[src/rtl/decode_stage_if.sv]
// decode_stage_if: fetch-side request and execute-side decoded bundle of the decode stage
interface decode_stage_if #(
  parameter int IMM_W = 32,
  parameter int ALU_OP_W = 5,
  parameter int CNT_W = 16
);
  logic in_valid, in_ready, out_valid, out_ready;
  logic [31:0] in_instr;
  logic [ALU_OP_W-1:0] alu_op;
  logic [IMM_W-1:0] imm;
  logic [4:0] rs1, rs2, rd;
  logic is_from_rf, rf_we, mem_we, mem_re, branch, is_invert, jump, illegal;
  logic [CNT_W-1:0] stall_cnt;
  modport master (
    output in_valid, in_instr, out_ready,
    input in_ready, out_valid, alu_op, imm, rs1, rs2, rd, is_from_rf, rf_we, mem_we, mem_re,
    branch, is_invert, jump, illegal, stall_cnt
  );
  modport slave (
    input in_valid, in_instr, out_ready,
    output in_ready, out_valid, alu_op, imm, rs1, rs2, rd, is_from_rf, rf_we, mem_we, mem_re,
    branch, is_invert, jump, illegal, stall_cnt
  );
endinterface

[src/rtl/decode_stage.sv]
// decode_stage: registered RV32I decoder with valid/ready handshakes and load-use bubbles
module decode_stage #(
  parameter int IMM_W = 32,
  parameter int ALU_OP_W = 5,
  parameter int EN_LOAD = 1,
  parameter int EN_JUMP = 1,
  parameter int CNT_W = 16
) (
  input logic clk,
  input logic rst_n,
  decode_stage_if.slave bus
);
  localparam logic [6:0] OPC_IMM = 7'b0010011, OPC_OP = 7'b0110011, OPC_LOAD = 7'b0000011,
    OPC_STORE = 7'b0100011, OPC_BRANCH = 7'b1100011, OPC_LUI = 7'b0110111, OPC_JAL = 7'b1101111;
  logic [31:0] ins;
  logic [6:0] opc, f7;
  logic [2:0] f3;
  logic [3:0] base_alu, d_alu;
  logic [IMM_W-1:0] d_imm;
  logic d_from_rf, d_rf_we, d_mem_we, d_mem_re, d_branch, d_inv, d_jump, d_illegal, d_lui;
  logic reads_rs1, reads_rs2, tag_v, hazard, free, xfer, valid;
  logic [4:0] tag_rd;
  logic [CNT_W-1:0] cnt;
  assign ins = bus.in_instr;
  assign opc = ins[6:0];
  assign f3 = ins[14:12];
  assign f7 = ins[31:25];
  always_comb begin
    case (f3)
      3'b000: base_alu = 4'h1;
      3'b001: base_alu = 4'h7;
      3'b010: base_alu = 4'hA;
      3'b011: base_alu = 4'h6;
      3'b100: base_alu = 4'h2;
      3'b101: base_alu = 4'h8;
      3'b110: base_alu = 4'h3;
      default: base_alu = 4'h4;
    endcase
  end
  always_comb begin
    d_alu = '0;
    d_imm = '0;
    d_from_rf = 1'b0;
    d_rf_we = 1'b0;
    d_mem_we = 1'b0;
    d_mem_re = 1'b0;
    d_branch = 1'b0;
    d_inv = 1'b0;
    d_jump = 1'b0;
    d_lui = 1'b0;
    d_illegal = 1'b0;
    case (opc)
      OPC_IMM: begin
        d_rf_we = 1'b1;
        d_imm = IMM_W'($signed(ins[31:20]));
        d_alu = (f3 == 3'b101 && f7 == 7'b0100000) ? 4'h9 : base_alu;
        d_illegal = (f3 == 3'b001 && f7 != 7'b0) || (f3 == 3'b101 && f7 != 7'b0 && f7 != 7'b0100000);
      end
      OPC_OP: begin
        d_rf_we = 1'b1;
        d_from_rf = 1'b1;
        d_alu = (f7 == 7'b0100000) ? (f3 == 3'b000 ? 4'h5 : 4'h9) : base_alu;
        d_illegal = !(f7 == 7'b0 || (f7 == 7'b0100000 && (f3 == 3'b000 || f3 == 3'b101)));
      end
      OPC_LOAD: begin
        d_illegal = f3 != 3'b010 || EN_LOAD == 0;
        d_alu = 4'h1;
        d_rf_we = 1'b1;
        d_mem_re = 1'b1;
        d_imm = IMM_W'($signed(ins[31:20]));
      end
      OPC_STORE: begin
        d_illegal = f3 != 3'b010;
        d_alu = 4'h1;
        d_mem_we = 1'b1;
        d_imm = IMM_W'($signed({ins[31:25], ins[11:7]}));
      end
      OPC_BRANCH: begin
        d_illegal = f3[2:1] == 2'b01;
        d_branch = 1'b1;
        d_from_rf = 1'b1;
        d_imm = IMM_W'($signed({ins[31], ins[7], ins[30:25], ins[11:8], 1'b0}));
        d_alu = f3[2] ? (f3[1] ? 4'h6 : 4'hA) : 4'h2;
        d_inv = f3[2] ? f3[0] : !f3[0];
      end
      OPC_LUI: begin
        d_illegal = EN_JUMP == 0;
        d_lui = 1'b1;
        d_rf_we = 1'b1;
        d_alu = 4'h1;
        d_imm = IMM_W'({ins[31:12], 12'b0});
      end
      OPC_JAL: begin
        d_illegal = EN_JUMP == 0;
        d_jump = 1'b1;
        d_rf_we = 1'b1;
        d_imm = IMM_W'($signed({ins[31], ins[19:12], ins[20], ins[30:21], 1'b0}));
      end
      default: d_illegal = 1'b1;
    endcase
    if (d_illegal) begin
      d_alu = '0;
      d_imm = '0;
      {d_from_rf, d_rf_we, d_mem_we, d_mem_re, d_branch, d_inv, d_jump, d_lui} = '0;
    end
  end
  assign reads_rs1 = opc inside {OPC_IMM, OPC_OP, OPC_LOAD, OPC_STORE, OPC_BRANCH};
  assign reads_rs2 = opc inside {OPC_OP, OPC_STORE, OPC_BRANCH};
  // tag_rd is never x0 while tag_v is set, so x0 readers cannot hazard
  assign hazard = tag_v && bus.in_valid &&
    ((reads_rs1 && ins[19:15] == tag_rd) || (reads_rs2 && ins[24:20] == tag_rd));
  assign free = !valid || bus.out_ready;
  assign bus.in_ready = free && !hazard;
  assign xfer = bus.in_valid && bus.in_ready;
  assign bus.out_valid = valid;
  assign bus.stall_cnt = cnt;
  always_ff @(posedge clk) begin
    if (!rst_n) begin
      valid <= 1'b0;
      cnt <= '0;
      tag_v <= 1'b0;
      tag_rd <= '0;
      bus.alu_op <= '0;
      bus.imm <= '0;
      {bus.rs1, bus.rs2, bus.rd} <= '0;
      {bus.is_from_rf, bus.rf_we, bus.mem_we, bus.mem_re, bus.branch, bus.is_invert, bus.jump, bus.illegal} <= '0;
    end else if (xfer) begin
      valid <= 1'b1;
      tag_v <= d_mem_re && ins[11:7] != 5'd0;
      tag_rd <= ins[11:7];
      bus.alu_op <= ALU_OP_W'(d_alu);
      bus.imm <= d_imm;
      bus.rs1 <= d_lui ? 5'd0 : ins[19:15];
      bus.rs2 <= ins[24:20];
      bus.rd <= ins[11:7];
      {bus.is_from_rf, bus.rf_we, bus.mem_we, bus.mem_re, bus.branch, bus.is_invert, bus.jump, bus.illegal} <=
        {d_from_rf, d_rf_we, d_mem_we, d_mem_re, d_branch, d_inv, d_jump, d_illegal};
    end else if (free) begin
      valid <= 1'b0;
      if (hazard) begin
        tag_v <= 1'b0;
        cnt <= &cnt ? cnt : cnt + 1'b1;
      end
    end
  end
endmodule

[src/flat_wrapper.sv]
// flat-port wrapper written by rule: the top's interface ports become plain ports
module decode_stage_flat 
#(
  parameter int IMM_W = 32,
  parameter int ALU_OP_W = 5,
  parameter int EN_LOAD = 1,
  parameter int EN_JUMP = 1,
  parameter int CNT_W = 16
)
  (clk, rst_n, bus_in_valid, bus_in_instr, bus_out_ready, bus_in_ready, bus_out_valid, bus_alu_op, bus_imm, bus_rs1, bus_rs2, bus_rd, bus_is_from_rf, bus_rf_we, bus_mem_we, bus_mem_re, bus_branch, bus_is_invert, bus_jump, bus_illegal, bus_stall_cnt);
  decode_stage_if #(.IMM_W(IMM_W), .ALU_OP_W(ALU_OP_W), .CNT_W(CNT_W)) bus_i ();
  input logic clk;
  input logic rst_n;
  input wire logic [$bits(bus_i.in_valid)-1:0] bus_in_valid;
  input wire logic [$bits(bus_i.in_instr)-1:0] bus_in_instr;
  input wire logic [$bits(bus_i.out_ready)-1:0] bus_out_ready;
  output wire logic [$bits(bus_i.in_ready)-1:0] bus_in_ready;
  output wire logic [$bits(bus_i.out_valid)-1:0] bus_out_valid;
  output wire logic [$bits(bus_i.alu_op)-1:0] bus_alu_op;
  output wire logic [$bits(bus_i.imm)-1:0] bus_imm;
  output wire logic [$bits(bus_i.rs1)-1:0] bus_rs1;
  output wire logic [$bits(bus_i.rs2)-1:0] bus_rs2;
  output wire logic [$bits(bus_i.rd)-1:0] bus_rd;
  output wire logic [$bits(bus_i.is_from_rf)-1:0] bus_is_from_rf;
  output wire logic [$bits(bus_i.rf_we)-1:0] bus_rf_we;
  output wire logic [$bits(bus_i.mem_we)-1:0] bus_mem_we;
  output wire logic [$bits(bus_i.mem_re)-1:0] bus_mem_re;
  output wire logic [$bits(bus_i.branch)-1:0] bus_branch;
  output wire logic [$bits(bus_i.is_invert)-1:0] bus_is_invert;
  output wire logic [$bits(bus_i.jump)-1:0] bus_jump;
  output wire logic [$bits(bus_i.illegal)-1:0] bus_illegal;
  output wire logic [$bits(bus_i.stall_cnt)-1:0] bus_stall_cnt;
  assign bus_i.in_valid = bus_in_valid;
  assign bus_i.in_instr = bus_in_instr;
  assign bus_i.out_ready = bus_out_ready;
  assign bus_in_ready = bus_i.in_ready;
  assign bus_out_valid = bus_i.out_valid;
  assign bus_alu_op = bus_i.alu_op;
  assign bus_imm = bus_i.imm;
  assign bus_rs1 = bus_i.rs1;
  assign bus_rs2 = bus_i.rs2;
  assign bus_rd = bus_i.rd;
  assign bus_is_from_rf = bus_i.is_from_rf;
  assign bus_rf_we = bus_i.rf_we;
  assign bus_mem_we = bus_i.mem_we;
  assign bus_mem_re = bus_i.mem_re;
  assign bus_branch = bus_i.branch;
  assign bus_is_invert = bus_i.is_invert;
  assign bus_jump = bus_i.jump;
  assign bus_illegal = bus_i.illegal;
  assign bus_stall_cnt = bus_i.stall_cnt;
  decode_stage #(.IMM_W(IMM_W), .ALU_OP_W(ALU_OP_W), .EN_LOAD(EN_LOAD), .EN_JUMP(EN_JUMP), .CNT_W(CNT_W)) u_core (.clk(clk), .rst_n(rst_n), .bus(bus_i));
endmodule
[config.mk]
export PLATFORM = sky130hd
export DESIGN_NAME = decode_stage_flat
export DESIGN_NICKNAME = d
export VERILOG_FILES = /design/src/rtl/decode_stage_if.sv /design/src/rtl/decode_stage.sv /design/src/flat_wrapper.sv
export SDC_FILE = /design/constraint.sdc
export NUM_CORES = 1
export LEC_CHECK = 0
export CAP_MARGIN = 10
export CELL_PAD_IN_SITES_DETAIL_PLACEMENT = 1
export CELL_PAD_IN_SITES_GLOBAL_PLACEMENT = 1
export CORE_ASPECT_RATIO = 0.75
export CORE_MARGIN = 3
export CORE_UTILIZATION = 35
export DETAILED_ROUTE_END_ITERATION = 16
export PLACE_DENSITY = 0.78
export RECOVER_POWER = 50
export SLEW_MARGIN = 40
export SYNTH_ARGS = -nofsm -noshare
export SYNTH_HDL_FRONTEND = slang
export SYNTH_SLANG_ARGS = --single-unit
[constraint.sdc]
create_clock -name clk -period 2.6 [get_ports clk]
set_input_delay 0.39 -clock clk [delete_from_list [all_inputs] [get_ports clk]]
set_output_delay 0.39 -clock clk [all_outputs]
set_load 0.01 [all_outputs]
==> reports/results.ini, run 1 <==
[floorplanning]
die_w_um = 131
io_pins = 114
dieArea_sq_um = 13100
initial_core_util_pct = 36.7
coreArea_sq_um = 11200
num_rows = 33
die_height_um = 99.9

[synthesis]
ys_dominant_reg_cell = dfxtp_1
synth_seq_area_share_pct = 37.5
yosys_warnings = 0
synth_cell_type_count = 63
synth_area_sq_um = 4110
synth-seq-cells = 77
syn_nets = 554
synth_edf_count = 0
yosysTopAreaCell = dfxtp_1
synth-async-reset-ratio_pct = 0
synth_area_leaders = dfxtp_1, a21oi_1, o21ai_0, nand4_1, or4_1
avgSynthCellArea_sq_um = 7.95
yosysTopAreaCellShare_pct = 37.5
syn_inst = 517

[placement]
pre_cts_ws_ns = -0.189
globalplace.congestion = 0.930
port_buffers = 112
place_hpwl_mm = 13.2

[setup_path]
cp_num_buf_inv = 2
crit_path_max_incr_delay_ns = 0.57
critical-path-top-delay-family = buffers and inverters
worst_r2r_endpoint = u_core.bus.is_invert
required_ns = 2.21
end_kind = primary output
r2r_setup_slack_ns = 0.35
crit_type = input port to primary output
critPathLaunchType = input port
cpMaxStageDelayCell = clkdlybuf4s50_1
worst-r2r-cell-count = 8
worstPathCellList = clkdlybuf4s50_1 > xnor2_1 > nand3_1 > nor3_2 > o21a_4 > a21boi_0 > dlygate4sd2_1
cp_max_fo = 3
timing.rr.start = u_core.bus.rd[4]
cp_data_arrival_time_ns = 2.11

[pwr]
p_leak_nw = 2.51
pwr-share-seq_pct = 39.2
clockPowerShare_pct = 47.8
ir_drop_mv = 0.388
power_density_nw_per_um2 = 493
sw_frac_of_total_pct = 24.2
internal_power_w = 0.00235
p_comb_share_pct = 13.0
p_switching_w = 0.000751

[job]
maxCapViolations = 0

[clocking]
clock_sinks = 77
htree_num_levels = 3
ctsHoldBuffers = 0
clk_latency_ns = 0.34
clk_pin_slew_worst_paths_ns = 0.06
cts_tree = built
numCtsBuffers = 9
root_buffer = clkbuf_16
clockBufferDepth = 2
post_cts_buffers = 0

[outcome]
status = completed

[timing]
tightest_slew_ns = 0.536
hold_violations = 0
setup_viol_count_final = 0
drv_slew = 0
hold_slack_ns = 0.461
slew_headroom_pct = 64.2
fmax_ghz = 0.400
fin_crit_sh_pct = 96.2
rsz0062_at_grt = no
setup_slack_ns = 0.0998
period_minus_slack_ns = 2.50
fin_worst_skew_ns = 0.00662

[routing]
routedWlPerCell_um = 21.3
drc_errors = 0
wirelength_mm = 18.0
drtAntennaViolNets = 0
dr.first_iter.drc_count = 312
vias = 4925
firstDrtPassIters = 4
via_per_inst = 5.83

[cells_and_area]
layout_common_cells = buf_4, a21oi_1, dfxtp_1, dlygate4sd3_1, o21ai_0
layout.nets = 720
drive_gt1_share_pct = 18.3
num-fill-cells = 1332
final_common_cell = buf_4
diodes = 0
syn_to_final_growth_pct = 53.0

[global_route]
antenna_found_initial = 0
grt_use_total_pct = 27.2
grt_first_pass_wirelength_mm = 28.6
grt_max_degree = 33
first_global_vias = 5170
gr-total-overflow = 0

[worst_hold_path]
hold_class = flip-flop to flip-flop
hold-path-cell-count = 2
hp-start = u_core.tag_v
holdPathEnd = u_core.tag_v

power groups by stage:
| stage | Clock (W) | Sequential (W) | Combinational (W) |
|---|---|---|---|
| after floorplan | 0 | 0.00125 | 0.000152 |
| after global placement | 0 | 0.00124 | 0.000390 |
| after detailed placement | 0 | 0.00124 | 0.000397 |
| after CTS | 0.00150 | 0.00122 | 0.000402 |
| after global routing | 0.00155 | 0.00122 | 0.000431 |
| final | 0.00148 | 0.00122 | 0.000402 |
worst reg2reg max path, cell delays in order (launching register included):
cell and delay (ns):
dfxtp_1 0.48, xor2_1 0.18, a21oi_1 0.06, and3_4 0.20
buf_4 0.15, o21ai_4 0.38, buf_4 0.20, nand4_1 0.16
o32ai_1 0.32
routing by layer:
| layer | routed length [um] | part of all wire (%) | GRT usage [%] |
|---|---|---|---|
| met5 | 0 | 0 | 0 |
| met4 | 144 | 0.80 | 5.00 |
| met3 | 982 | 5.5 | 6.31 |
| met2 | 8420 | 47 | 45.7 |
| met1 | 8450 | 47 | 36.5 |
worst max-delay path by stage:
stage                      endpoint        startpoint  cells after the start
2_1_floorplan          bus_in_ready   bus_in_instr[2]                      8
3_3_place_gp           bus_in_ready   bus_in_instr[4]                      7
3_5_place_dp   u_core.bus.is_invert  bus_in_instr[22]                      9
4_1_cts                bus_in_ready   bus_in_instr[3]                      7
5_1_grt        u_core.bus.is_invert  bus_in_instr[25]                      8
6_report               bus_in_ready  bus_in_instr[19]                      7
cells in the mapped netlist (5+ instances only):
| library cell | n |
|---|---|
| nand2_1 | 32 |
| or4_1 | 20 |
| buf_1 | 6 |
| o21ai_0 | 55 |
| o31ai_1 | 12 |
| a22o_1 | 5 |
| nand3_1 | 22 |
| clkbuf_1 | 25 |
| nor2_1 | 15 |
| a21oi_1 | 84 |
| and2_1 | 11 |
| buf_2 | 13 |
| xor2_1 | 9 |
| buf_4 | 5 |
| dfxtp_1 | 77 |
| nand4_1 | 36 |
| nand2b_1 | 9 |
| inv_1 | 6 |
cells by family after synthesis:
group / count (synthesis) / synth area share [%]
AO/OA/AOI/OAI: 194 / 28.2
XOR/XNOR: 12 / 2.56
adder cells (fa/ha/maj): 1 / 0.304
buffers and inverters: 56 / 6.15
flip-flops: 77 / 37.5
multiplexers: 2 / 0.487
other: 1 / 0.0912
AND/OR/NAND/NOR: 174 / 24.7
registers in the layout (all words and copies together), names as in the netlist:
| name | flops |
|---|---|
| u_core.bus.imm | 32 |
| u_core.bus.stall_cnt | 16 |
| u_core.bus.rd | 5 |
| u_core.bus.rs1 | 5 |
| u_core.bus.rs2 | 5 |
| u_core.bus.alu_op | 4 |
| u_core.bus.branch | 1 |
| u_core.bus.illegal | 1 |
| u_core.bus.is_from_rf | 1 |
| u_core.bus.is_invert | 1 |
| u_core.bus.jump | 1 |
| u_core.bus.mem_re | 1 |
| u_core.bus.mem_we | 1 |
| u_core.bus.out_valid | 1 |
| u_core.bus.rf_we | 1 |
| u_core.tag_v | 1 |
stage by stage:
step           cell area [sq um]  utilization (%)  total power [W]  cells  setup TNS, ns
2_1_floorplan               4110                -          0.00140    517              0
3_3_place_gp                5920             52.9          0.00163    828          -1.74
3_5_place_dp                5920             52.9          0.00164    828          -6.25
4_1_cts                     6270             56.1          0.00312    844              0
5_1_grt                     6290             56.2          0.00320    845              0
6_report                    6290             56.2          0.00310    845              0
final cells by class:
cell class | instances | area (sq um) | share of cell area (%)
Clock buffer | 11 | 243 | 3.86
Clock inverter | 5 | 106 | 1.69
Inverter | 6 | 22.5 | 0.358
Multi-Input combinational cell | 385 | 2350 | 37.3
Sequential cell | 77 | 1540 | 24.5
Tap cell | 157 | 196 | 3.12
Timing Repair Buffer | 204 | 1830 | 29.2
repair_timing:
item	in CTS	in global routing
setup endpoints to repair	1	6
hold endpoints to repair	0	0
cloned	0	1
resized for setup	3	2
pin swaps	0	1
(Power assumes the default switching activity.)
==> inputs of run 2 (changes only) <==
--- a/config.mk
+++ b/config.mk
@@ -7,3 +7,3 @@
 export LEC_CHECK = 0
-export CAP_MARGIN = 10
+export CAP_MARGIN = 0
 export CELL_PAD_IN_SITES_DETAIL_PLACEMENT = 1
--- a/constraint.sdc
+++ b/constraint.sdc
@@ -3,2 +3,2 @@
 set_output_delay 0.39 -clock clk [all_outputs]
-set_load 0.01 [all_outputs]
+set_load 0.005 [all_outputs]
==> reports/results.ini, run 2 (synthesized netlist as in run 1, its figures left out) <==
[timing]
slew_headroom_pct = 63.0  ; was 64.2%
finalSetupTns_ns = 0  ; unchanged
rsz0062_at_grt = no  ; unchanged
drv_slew = 0  ; unchanged
fin_worst_skew_ns = 0.00526  ; was 0.00662 ns
hold_slack_ns = 0.469  ; was 0.461 ns
fin_crit_sh_pct = 96.6  ; was 96.2%
tightest_slew_ns = 0.555  ; was 0.536 ns
setup_slack_ns = 0.0889  ; was 0.0998 ns
hold_violations = 0  ; unchanged
setup_viol_count_final = 0  ; unchanged
fmax_ghz = 0.398  ; was 0.400 GHz
period_minus_slack_ns = 2.51  ; was 2.50 ns

[routing]
drc_errors = 0  ; unchanged
wirelength_mm = 17.4  ; was 18.0 mm
dr.first_iter.drc_count = 382  ; was 312
routedWlPerCell_um = 20.8  ; was 21.3 um
drtAntennaViolNets = 0  ; unchanged
vias = 4918  ; was 4,925
via_per_inst = 5.88  ; was 5.83
firstDrtPassIters = 6  ; was 4

[pwr]
power_density_nw_per_um2 = 481  ; was 493 nW/um^2
internal_power_w = 0.00225  ; was 0.00235 W
sw_frac_of_total_pct = 24.8  ; was 24.2%
fin_total_pwr_w = 0.00299  ; was 0.00310 W
p_switching_w = 0.000741  ; was 0.000751 W
p_leak_nw = 2.47  ; was 2.51 nW
ir_drop_mv = 0.268  ; was 0.388 mV
pwr-share-seq_pct = 40.7  ; was 39.2%
clockPowerShare_pct = 46.3  ; was 47.8%
p_comb_share_pct = 13.0  ; about the same

[floorplanning]
coreArea_sq_um = 11200  ; unchanged
dieArea_sq_um = 13100  ; unchanged
die_w_um = 131  ; unchanged
num_rows = 33  ; unchanged
die_height_um = 99.9  ; unchanged
io_pins = 114  ; unchanged
initial_core_util_pct = 36.7  ; unchanged

[setup_path]
required_ns = 2.87  ; was 2.21 ns
cp_max_fo = 8  ; was 3
cp_data_arrival_time_ns = 2.79  ; was 2.11 ns
end_kind = flip-flop  ; was primary output
critPathLaunchType = input port  ; unchanged
crit_type = input port to flip-flop  ; was input port to primary output

[global_route]
grt_first_pass_wirelength_mm = 27.6  ; was 28.6 mm
gr-total-overflow = 0  ; unchanged
grt_use_total_pct = 26.3  ; was 27.2%
antenna_found_initial = 0  ; unchanged
first_global_vias = 4945  ; was 5,170
grt_max_degree = 48  ; was 33

[clocking]
clockBufferDepth = 2  ; unchanged
clk_pin_slew_worst_paths_ns = 0.06  ; about the same
cts_tree = built  ; unchanged
htree_num_levels = 3  ; unchanged
clk_latency_ns = 0.35  ; was 0.34 ns
root_buffer = clkbuf_16  ; unchanged
clock_sinks = 77  ; unchanged
numCtsBuffers = 9  ; unchanged

[cells_and_area]
layout_common_cells = a21oi_1, buf_4, dfxtp_1, dlygate4sd3_1, o21ai_0  ; was buf_4, a21oi_1, dfxtp_1, dlygate4sd3_1, o21ai_0
largest_reg_flops = 32  ; unchanged
multi_input_area_sq_um = 2340  ; was 2350 sq um
diodes = 0  ; unchanged
final_common_cell = a21oi_1  ; was buf_4
fin_util_pct = 55.5  ; was 56.2%
num-fill-cells = 1345  ; was 1,332
top_register = u_core.bus.imm  ; unchanged
seqCellArea_sq_um = 1540  ; unchanged
layout.nets = 712  ; was 720
drive_gt1_share_pct = 17.1  ; was 18.3%
syn_to_final_growth_pct = 51.1  ; was 53.0%

[job]
maxCapViolations = 0  ; unchanged

[outcome]
status = completed  ; unchanged

[placement]
pre_cts_ws_ns = -0.264  ; was -0.189 ns
port_buffers = 112  ; unchanged
globalplace.congestion = 0.935  ; was 0.930
place_hpwl_mm = 12.9  ; was 13.2 mm

[worst_hold_path]
hold_class = flip-flop to flip-flop  ; unchanged

[run 2: worst max-delay path, stage by stage]
cell and delay [ns]:
clkdlybuf4s50_1 0.43, buf_4 0.15, or3b_1 0.40, a21oi_1 0.25, o2bb2ai_1 0.19, or2_4 0.30, or4_1 0.50, a21oi_1 0.16
[run 2: what timing repair did]
action,CTS,global route
pin swaps,2,1
endpoints found under the setup margin,1,30
hold buffers,0,0
cloned,0,1
resized for setup,3,1
setup buffers,1,0
[run 2: final timing paths]
kind                                         start                 end  slack [ns]  cells after the start
worst max register to register    u_core.bus.rd[3]   u_core.bus.rs1[3]        0.25                      9
worst max-delay path               bus_in_instr[3]  u_core.bus.imm[13]        0.09                      8
worst min-delay path            u_core.bus.imm[15]  u_core.bus.imm[15]        0.47                      2
worst min register to register  u_core.bus.imm[15]  u_core.bus.imm[15]        0.47                      2
[run 2: power groups by stage]
stage	Clock, W	Sequential (W)	Combinational, W
after floorplan	0	0.00124	0.000152
after global placement	0	0.00124	0.000374
after detailed placement	0	0.00124	0.000384
after CTS	0.00140	0.00122	0.000387
after global routing	0.00145	0.00122	0.000413
final	0.00138	0.00122	0.000387
[run 2: per-layer routing]
layer	share of wire (%)	GRT usage [%]
met1	48	35.9
met2	45	41.6
met3	5.8	6.91
met4	1.8	7.18
met5	0	0
[run 2: layout make-up]
| type | instances | share of cell area [%] |
|---|---|---|
| inverters | 6 | 0.363 |
| clock buffers | 11 | 3.91 |
| flip-flops and latches | 77 | 24.8 |
| multi-input cells | 385 | 37.6 |
| well taps | 157 | 3.16 |
| clock inverters | 5 | 1.35 |
| repair buffers | 196 | 28.8 |
[run 2: stage by stage]
stage,instance area (sq um),std cells
2_1_floorplan,4110,517
3_3_place_gp,5870,819
3_5_place_dp,5870,819
4_1_cts,6200,836
5_1_grt,6210,837
6_report,6210,837
